===== config.mk =====
export PLATFORM = sky130hd
export DESIGN_NAME = serial_adder
export DESIGN_NICKNAME = d
export VERILOG_FILES = /design/src/rtl/serial_adder.sv
export SDC_FILE = /design/constraint.sdc
export NUM_CORES = 1
export LEC_CHECK = 0
export CORE_UTILIZATION = 40
export DETAILED_ROUTE_END_ITERATION = 6
export PLACE_DENSITY_LB_ADDON = 0.15
export REMOVE_ABC_BUFFERS = 1
export SETUP_SLACK_MARGIN = 0.4
export SLEW_MARGIN = 15
export SYNTH_ARGS = -nofsm -noshare
export SYNTH_HDL_FRONTEND = slang
export SYNTH_SLANG_ARGS = --single-unit

===== constraint.sdc =====
create_clock -name CLK -period 1.7 [get_ports CLK]
set_input_delay 0.17 -clock CLK [delete_from_list [all_inputs] [get_ports CLK]]
set_output_delay 0.17 -clock CLK [all_outputs]
set_load 0.01 [all_outputs]

===== src/rtl/serial_adder.sv =====
// Bit-serial adder: one full-adder cell plus a carry flop processes one operand bit per clock.
// Optional signed-overflow output is enabled by defining SERIAL_ADDER_OVF_EN.
module serial_adder #(
  parameter int unsigned WIDTH = 8
) (
  input  logic             CLK,
  input  logic             RST_N,
  input  logic             START,
  input  logic [WIDTH-1:0] A,
  input  logic [WIDTH-1:0] B,
  input  logic             CIN,
  output logic             BUSY,
  output logic             DONE,
  output logic [WIDTH-1:0] S,
  output logic             COUT
`ifdef SERIAL_ADDER_OVF_EN
  ,
  output logic             OVF
`endif
);

  localparam int unsigned CntW = (WIDTH > 1) ? $clog2(WIDTH) : 1;

  typedef enum logic [1:0] {StIdle, StRun, StFin} state_e;

  state_e           state_q, state_d;
  logic [WIDTH-1:0] sha_q, shb_q, res_q, s_q;
  logic             c_q, cout_q;
  logic [CntW-1:0]  cnt_q;
  logic             sum_bit, carry_nxt, last_bit;
`ifdef SERIAL_ADDER_OVF_EN
  logic             ovf_q;
`endif

  // Full-adder cell on the LSBs of the operand shifters.
  always_comb begin
    sum_bit   = sha_q[0] ^ shb_q[0] ^ c_q;
    carry_nxt = (sha_q[0] & shb_q[0]) | (sha_q[0] & c_q) | (shb_q[0] & c_q);
    last_bit  = (cnt_q == CntW'(WIDTH - 1));
  end

  always_ff @(posedge CLK) begin
    if (!RST_N) begin
      state_q <= StIdle;
    end else begin
      state_q <= state_d;
    end
  end

  always_comb begin
    state_d = state_q;
    unique case (state_q)
      StIdle:  if (START) state_d = StRun;
      StRun:   if (last_bit) state_d = StFin;
      StFin:   state_d = StIdle;
      default: state_d = StIdle;
    endcase
  end

  always_comb begin
    BUSY = (state_q == StRun);
    DONE = (state_q == StFin);
    S    = s_q;
    COUT = cout_q;
`ifdef SERIAL_ADDER_OVF_EN
    OVF  = ovf_q;
`endif
  end

  always_ff @(posedge CLK) begin
    if (!RST_N) begin
      sha_q  <= '0;
      shb_q  <= '0;
      res_q  <= '0;
      c_q    <= 1'b0;
      cnt_q  <= '0;
      s_q    <= '0;
      cout_q <= 1'b0;
`ifdef SERIAL_ADDER_OVF_EN
      ovf_q  <= 1'b0;
`endif
    end else begin
      unique case (state_q)
        StIdle: begin
          if (START) begin
            sha_q <= A;
            shb_q <= B;
            c_q   <= CIN;
            res_q <= '0;
            cnt_q <= '0;
          end
        end
        StRun: begin
          sha_q <= sha_q >> 1;
          shb_q <= shb_q >> 1;
          c_q   <= carry_nxt;
          res_q <= {sum_bit, res_q[WIDTH-1:1]};
          cnt_q <= cnt_q + 1'b1;
          // Results are published only once the final bit is known.
          if (last_bit) begin
            s_q    <= {sum_bit, res_q[WIDTH-1:1]};
            cout_q <= carry_nxt;
`ifdef SERIAL_ADDER_OVF_EN
            ovf_q  <= c_q ^ carry_nxt;
`endif
          end
        end
        default: ;
      endcase
    end
  end

endmodule


; ---- After elaboration in Yosys (flattened, before gate mapping)
; Cells that the tools add are included.
[word_totals]
elab_cells = 39
regBits = 39
[op_classes]
bitwise_logic = 7
n_addsub = 1
n_reduce_logical = 5
muxes = 13
eq_ne = 5
[op_table]
columns = cell, n
row1 = case mux 8 bit (2 select lines), 3
row2 = 2-to-1 mux 8 bit, 3
row3 = case mux 3 bit (2 select lines), 1
row4 = AND reduction 2 bit, 3
row5 = 2-to-1 mux 2 bit, 2
row6 = case mux 2 bit (2 select lines), 1
row7 = "adder 3 x 1 -> 3 bit, second input constant", 1
row8 = AND 1 bit, 3
row9 = "== test 3 bit, second input constant", 1
row10 = 2-to-1 mux 3 bit, 1
row11 = "== test 2 x 1 -> 1 bit, second input constant", 1
row12 = "== test 2 bit, second input constant", 1
row13 = zero test 2 bit, 1
row14 = "inequality test 2 x 1 -> 1 bit, second input constant", 1
row15 = "inequality test 2 bit, second input constant", 1
row16 = bitwise OR 1 bit, 2
row17 = case mux 1 bit (2 select lines), 1
row18 = nonzero test 2 bit, 1
row19 = bitwise XOR 1 bit, 2
row20 = 2-to-1 mux 1 bit, 1

; ---- Depth between registers and ports, before layout
[logic_depth]
depth_word = 4
depth_mapped = 5

; ---- Least setup slack after synthesis
; No wires, ideal clock.
[synth_path]
kind = register to register
from = reg cnt_q[0]
to = reg cout_q, in the netlist COUT
t_arrival_ps = 1115
path_buffers = 1
stages_incl_launch_ff = 6
synth_period_minus_slack_ps = 1191
path_slack_ps = 509
path_cell_list = dfxtp_1 ha_1 ha_1 clkbuf_1 nand3_1 a21boi_0
[synth_via]
elab_chain_cells = 2
[synth_lines]
columns = element, line
row1 = "start, declared", 29  ; logic [CntW-1:0] cnt_q;
row2 = "start signal, assigned", 98  ; cnt_q <= cnt_q + 1'b1;
row3 = == test 3 bit, 39  ; last_bit = (cnt_q == CntW'(WIDTH - 1));
row4 = AND reduction 2 bit (no source line), -
row5 = "end signal, assigned", 102  ; cout_q <= carry_nxt;
row6 = "end, declared", 28  ; logic c_q, cout_q;
; No other way between the ends.
; A chain may end at the register's enable or synchronous reset.

; ---- Final worst setup path
[layout_path]
from = reg cnt_q[0]
to = reg s_q[1], in the netlist S[1]
[layout_via]
elab_chain_cells = 2
[layout_lines]
columns = element, line
row1 = == test 3 bit, 39
row2 = AND reduction 2 bit (no source line), -
row3 = "end signal, assigned", 101  ; s_q <= {sum_bit, res_q[WIDTH-1:1]};
row4 = "end, declared", 27  ; logic [WIDTH-1:0] sha_q, shb_q, res_q, s_q;
; No other way between the ends.

==> results_tabular.tex <==
\begin{tabular}{lr}
\hline
Metric & Value \\
\hline
\multicolumn{2}{l}{\textbf{STA}} \\
Highest achievable clock rate & $\sim$0.8 GHz \\
Part of the cycle the worst path needs & 0.747 \\
Final setup slack of the worst path & 430 ps \\
Largest clock skew in the final design & approximately 2.7 ps \\
Worst max-slew margin expressed relative to the limit & 0.789 \\
Number of pins exceeding their max-slew limit in the final report & 0 \\
Time the worst path needs with I/O delays and setup & approximately 1300 ps \\
Final number of hold-violating endpoints & 0 \\
Total negative slack for setup checks & 0 ps \\
Setup violators final & 0 \\
Setup repair after global routing missed its margin & yes \\
Slew at the pin closest to its max-slew limit & approximately 320 ps \\
Worst hold-check slack & approximately 450 ps \\
\multicolumn{2}{l}{\textbf{Cells and area}} \\
Diode count & 0 \\
Register area & 767 µm² \\
Commonest cells after routing, fill and taps aside & dfxtp\_1, nand2\_1, clkdlybuf4s50\_1 \\
Layout overhead on the synthesized area & 33.9\% \\
Leading cell type in the layout, fill and taps excluded & dfxtp\_1 \\
Multi-input gate area in the final layout & between 800 and 900 µm² \\
Count of fill cells added during filler insertion & 353 \\
Post-layout nets & roughly 240 \\
Fraction of layout instances using a drive strength above 1 & 0.136 \\
\multicolumn{2}{l}{\textbf{Floorplan}} \\
Area of the core & between 3000 and 4000 µm² \\
I/O pins & 31 \\
Vert. Die Dim & 65.4 µm \\
Initial core utilization & 0.429 \\
Die boundary width & 65.4 µm \\
Site row count & 22 \\
Die area & approximately 4300 µm² \\
\multicolumn{2}{l}{\textbf{Synthesis}} \\
Dominant combinational cell family by area after synthesis & compound AO/OA/AOI/OAI gates \\
Simple-gate portion of the synthesized area & 0.186 \\
Distinct cell type count after synthesis & 28 \\
Seq cells post-synth & 38 \\
Portion of the post-synthesis area used by sequential elements & 0.474 \\
Cell count after synthesis & $\sim$180 \\
Synthesized-area fraction occupied by adder cells & 0.0281 \\
Mux cell area share after synthesis & 0.0187 \\
Fraction of synthesized cell area in xor and xnor cells & 0 \\
Yosys warnings & 0 \\
Average cell area after synthesis & roughly 9 µm² \\
Compound-cell area share of the yosys netlist & 0.245 \\
Post-synthesis instance area & around 1600 µm² \\
\multicolumn{2}{l}{\textbf{Clock tree}} \\
Number of sinks driven by the clock tree & 38 \\
Insertion delay of the later-clocked pin in the worst-skew pair & about 280 ps \\
Number of clock buffers inserted by TritonCTS & 5 \\
Clock-pin slew on the worst setup and hold paths & roughly 60 ps \\
CTS H-Tree Depth & 2 \\
Quantity of hold-fixing buffers added after cts & 0 \\
CTS root buffer & clkbuf\_8 \\
Clock tree buffer depth & 2 \\
Clock tree from TritonCTS & done \\
\multicolumn{2}{l}{\textbf{Detailed routing}} \\
Routed WL per cell & about 13 µm \\
Routed WL & roughly 3.4 mm \\
Total number of vias & 1,385 \\
Detailed-route DRC error count & 0 \\
Via-per-instance ratio & $\sim$5.3 \\
First-pass detailed-route iteration total & 4 \\
Violation count after the first detailed-routing iteration & 97 \\
Number of routed nets with antenna violations & 0 \\
\multicolumn{2}{l}{\textbf{Global route}} \\
Number of global-route vias before repair & about 1.4k \\
First-pass GRT wire length & 5.84 mm \\
Gr ovfl total & 0 \\
GRT Resource Usage Total & 0.180 \\
Number of antenna violations at the first check in global routing & 0 \\
Largest net degree at the start of global routing & 39 \\
\multicolumn{2}{l}{\textbf{Critical path}} \\
Crit-path leading delay family & flip-flops \\
Category of the worst setup path launch point & flop \\
CP Data Arrival Time & roughly 1500 ps \\
Count of buffering cells on the critical path with inverters included & 1 \\
Chain of cells forming the critical path & ha\_4 > ha\_4 > nand3b\_1 > clkbuf\_16 > nand2\_1 > a21boi\_1 \\
Slowest stage cell, crit path & dfxtp\_4 \\
Cell mode on critical path & ha\_4 \\
Crit end category & flop \\
Largest stage delay, worst path & $\sim$350 ps \\
CP Class & flop to flop \\
Endpoint required time on the critical path & 1920 ps \\
Crit Path Max Fanout & 4 \\
\multicolumn{2}{l}{\textbf{Placed design}} \\
Post-placement setup slack & $\sim$120 ps \\
DP HPWL & about 2.3 mm \\
Final weighted congestion of routability-driven global placement & between 0.8 and 0.9 \\
Number of port buffers & 30 \\
\multicolumn{2}{l}{\textbf{Min path}} \\
Class of the most critical hold timing path & flop to flop \\
\multicolumn{2}{l}{\textbf{Pwr}} \\
Total power of the final layout & 1.79 mW \\
Total power per unit cell area & 834 nW/µm² \\
IR drop worst, VDD & 0.000429 V \\
Leakage Power & 0.868 nW \\
\multicolumn{2}{l}{\textbf{Flow run}} \\
Max cap viols & 0 \\
\multicolumn{2}{l}{\textbf{Status}} \\
Run status & finished clean \\
\hline
\end{tabular}
-- area by class of cell --
cell class,count,area share
clock buffers,6,0.0384
inverters,3,0.00524
flip-flops and latches,38,0.357
well taps,48,0.0279
repair buffers,43,0.193
multi-input cells,124,0.378
-- Yosys cell counts --
master / instances / area [µm²]
mux2i_1: 3 / 30.0
nor2_1: 2 / 7.51
o211a_1: 4 / 40.0
o221ai_1: 4 / 35.0
o22ai_1: 1 / 6.26
nor2b_1: 10 / 62.6
and3_1: 2 / 12.5
fa_1: 1 / 20.0
buf_4: 1 / 7.51
o21ai_0: 12 / 60.1
o21ba_2: 1 / 10.0
o21bai_2: 1 / 11.3
buf_2: 7 / 35.0
a21oi_1: 4 / 20.0
nand3b_1: 1 / 7.51
clkbuf_2: 1 / 5.00
nand2b_1: 3 / 18.8
a22oi_1: 9 / 67.6
o21ai_1: 2 / 10.0
nand2_1: 29 / 109
clkbuf_1: 5 / 18.8
dfxtp_1: 38 / 761
inv_1: 3 / 11.3
or3b_1: 3 / 26.3
a21boi_0: 11 / 82.6
a31oi_1: 8 / 50.1
nand3_1: 11 / 55.1
ha_1: 2 / 25.0
-- kinds of logic after synthesis --
group	Yosys count
AO/OA/AOI/OAI	57
adder cells (fa/ha/maj)	3
buffers and inverters	17
flip-flops	38
multiplexers	3
AND/OR/NAND/NOR	61
-- power by group --
group	switching (mW)	internal (mW)	total (mW)
Combinational	0.111	0.121	0.232
Sequential	0.0310	0.935	0.966
Clock	0.281	0.312	0.594
-- stage by stage --
| stage | utilization | instance area [µm²] | instances |
|---|---|---|---|
| global route | 0.574 | 2150 | 262 |
| floorplan | - | 1540 | 165 |
| detailed placement | 0.525 | 1970 | 252 |
| CTS | 0.549 | 2060 | 259 |
| global placement | 0.525 | 1970 | 252 |
| finish | 0.574 | 2150 | 262 |
-- sequential cells by signal, summed over array words and instances (netlist names) --
| signal | flops |
|---|---|
| COUT | 1 |
| c_q | 1 |
| sha_q | 8 |
| cnt_q | 3 |
| S | 8 |
| res_q | 7 |
| state_q | 2 |
| shb_q | 8 |
-- path summary, 6_finish.rpt --
check                           startpoint    to  slack, ps  cells after the start
worst min-delay path                  S[0]  S[0]        450                      2
worst min register to register        S[0]  S[0]        450                      2
worst max-delay path              cnt_q[0]  S[1]        430                      6
worst max register to register    cnt_q[0]  S[1]        430                      6
-- routing by layer --
layer	GRT usage	part of all wire	wire length, µm
met3	0.0521	0.036	124
met1	0.212	0.46	1580
met4	0.0788	0.016	54
met5	0	0	0
met2	0.302	0.48	1660
-- worst min-delay path, cell delays in order, from the launching register on --
cell and delay, ps:
dfxtp_1 310, nand2_1 50, a21boi_1 50
-- repair_timing --
item                                    4_1_cts  5_1_grt
cloned                                        0        1
buffers inserted                              1        2
pin swaps                                     0        7
endpoints found under the setup margin       20       26
gates resized for setup                      11       23
Power figures use the tool's default switching activity.
==> edit: new RTL, config.mk and constraints unchanged <==
Encoding of `state_e`: now one-hot (3 bits for 3 states).
--- a/src/rtl/serial_adder.sv
+++ b/src/rtl/serial_adder.sv
@@ -22,5 +22,5 @@
   localparam int unsigned CntW = (WIDTH > 1) ? $clog2(WIDTH) : 1;
 
-  typedef enum logic [1:0] {StIdle, StRun, StFin} state_e;
+  typedef enum logic [2:0] {StIdle = 3'b001, StRun = 3'b010, StFin = 3'b100} state_e;
 
   state_e           state_q, state_d;
Formal check against the unedited RTL: same outputs for any inputs over 10 cycles, from zero or initial values and one cycle with RST_N low; not proved beyond that.
==> edit against the original RTL <==
- sequential cell count up 1
- setup slack got worse by 0.033 ns
- critical path depth fell by 2
- worst hold slack better by 0.0026 ns
- routed wire length grew 5.7%
- cell area shrank 1.9%
- synthesized area fell by 1.4%
- total power up 2.3%
- critical path type is now flop to output port
==> edit: results (changes against the original RTL) <==
| Metric | Value |
|---|---|
| Status | `finished clean (unchanged)` |
| Measured slew at the worst slew-check pin | `0.253 ns (was 0.317 ns)` |
| Crit-path slowest cell | `dfxtp_4 (unchanged)` |
| Mean Syn Cell Area | `10.6 sq um (was 8.97 sq um)` |
| Layout cells sized above 1 | `27.2% (was 13.6%)` |
| Top cells by area, synth | `dfxtp_1 (49%), o221a_2 (11%), o32a_1 (8.9%), o21ai_0 (3.8%), nand2_1 (3.8%) (was dfxtp_1 (47%), nand2_1 (6.8%), a21boi_0 (5.1%), a22oi_1 (4.2%), nor2b_1 (3.9%))` |
| Seq/Total Area, Yosys | `49.3% (was 47.4%)` |
| Largest net degree at the start of global routing | `46 (was 39)` |
| Static leakage | `0.813 nW (was 0.868 nW)` |
| CTS Root Cell | `clkbuf_8 (unchanged)` |
| Synth cell count leaders | `dfxtp_1 (39), nand2_1 (16), o221a_2 (15) (was dfxtp_1 (38), nand2_1 (29), o21ai_0 (12))` |
| Max incr delay on CP | `0.39 ns (was 0.35 ns)` |
| Detailed-route vias per instance | `5.71 (was 5.29)` |
| Worst min path class | `input port to flop (was flop to flop)` |
| GRT Util Overall | `18.5% (was 18.0%)` |
| Final Wtd Congestion | `0.796 (was 0.823)` |
| Vias in the first global route | `1,271 (was 1,357)` |
| Maximum vdd drop | `448 uV (was 429 uV)` |
| Iter 0 DRT Violations | `79 (was 97)` |
| First-pass GRT wire length | `5900 um (was 5840 um)` |
| Layout Nets | `206 (was 238)` |
| # diodes | `0 (unchanged)` |
| Dpl cells | `220 (was 252)` |
| TritonCTS Buffers | `5 (unchanged)` |
| Hold-critical path depth | `3 (was 2)` |
| Wirelength, routed | `3620 um (was 3420 um)` |
| Final std cells w/o fill | `232 (was 262)` |
| Worst Path Max Fanout | `5 (was 4)` |
| Post-DP HPWL | `2210 um (was 2260 um)` |
==> edit: changes by cell type after synthesis, sizes merged, moves of 8 or more <==
cell	change
a31oi	-8
o22ai	+8
o32a	+14
a21boi	-11
nand2	-13
o221a	+15
nor2b	-10
a22oi	-9
==> edit: area by class of cell <==
class / count / area (sq um) / share of cell area (%)
Multi-Input combinational cell: 93 / 748 / 35.5
Inverter: 2 / 12.5 / 0.593
Clock inverter: 1 / 5.00 / 0.237
Sequential cell: 39 / 788 / 37.4
Clock buffer: 7 / 76.3 / 3.62
Timing Repair Buffer: 42 / 419 / 19.9
Tap cell: 48 / 60.1 / 2.85
==> edit: what timing repair did <==
item,in CTS,in global routing
pin swaps,0,2
cloned,0,2
buffers inserted,0,2
endpoints found under the setup margin,31,29
resized for setup,21,21
==> edit: power by group <==
group          total, mW  internal (mW)  switching, mW
registers          0.990          0.960         0.0307
logic              0.256          0.151          0.105
clock network      0.588          0.288          0.300
==> edit: worst paths after layout <==
check | end | from | slack (ns)
hold / removal | shb_q[7] | B[7] | 0.45
setup / recovery | BUSY | state_q[1] | 0.40
hold reg to reg | COUT | COUT | 0.47
setup reg to reg | sha_q[3] | state_q[1] | 0.42
==> edit: stage by stage <==
stage	worst slack, ns	cell area, sq um
detailed placement	0.0829	1920
global route	0.358	2110
finish	0.396	2110
floorplan	0.172	1490
global placement	0.138	1920
CTS	0.338	1990
==> edit: worst min-delay path, stage by stage <==
cell,delay (ns)
clkdlybuf4s50_1,0.40
nand2_1,0.06
o22ai_1,0.06
==> edit: metal layers <==
metal | global-route usage, % | part of all wire (%)
met1 | 22.3 | 45
met3 | 4.23 | 4.7
met2 | 30.2 | 48
met5 | 0 | 0
met4 | 10.0 | 2.0
==> edit: kinds of logic after synthesis <==
group	Yosys count	share of synthesized area (%)
fa+ha+maj	3	2.85
simple gates	36	11.9
buf+inv	18	6.80
compound gates	54	29.1
flops	39	49.3
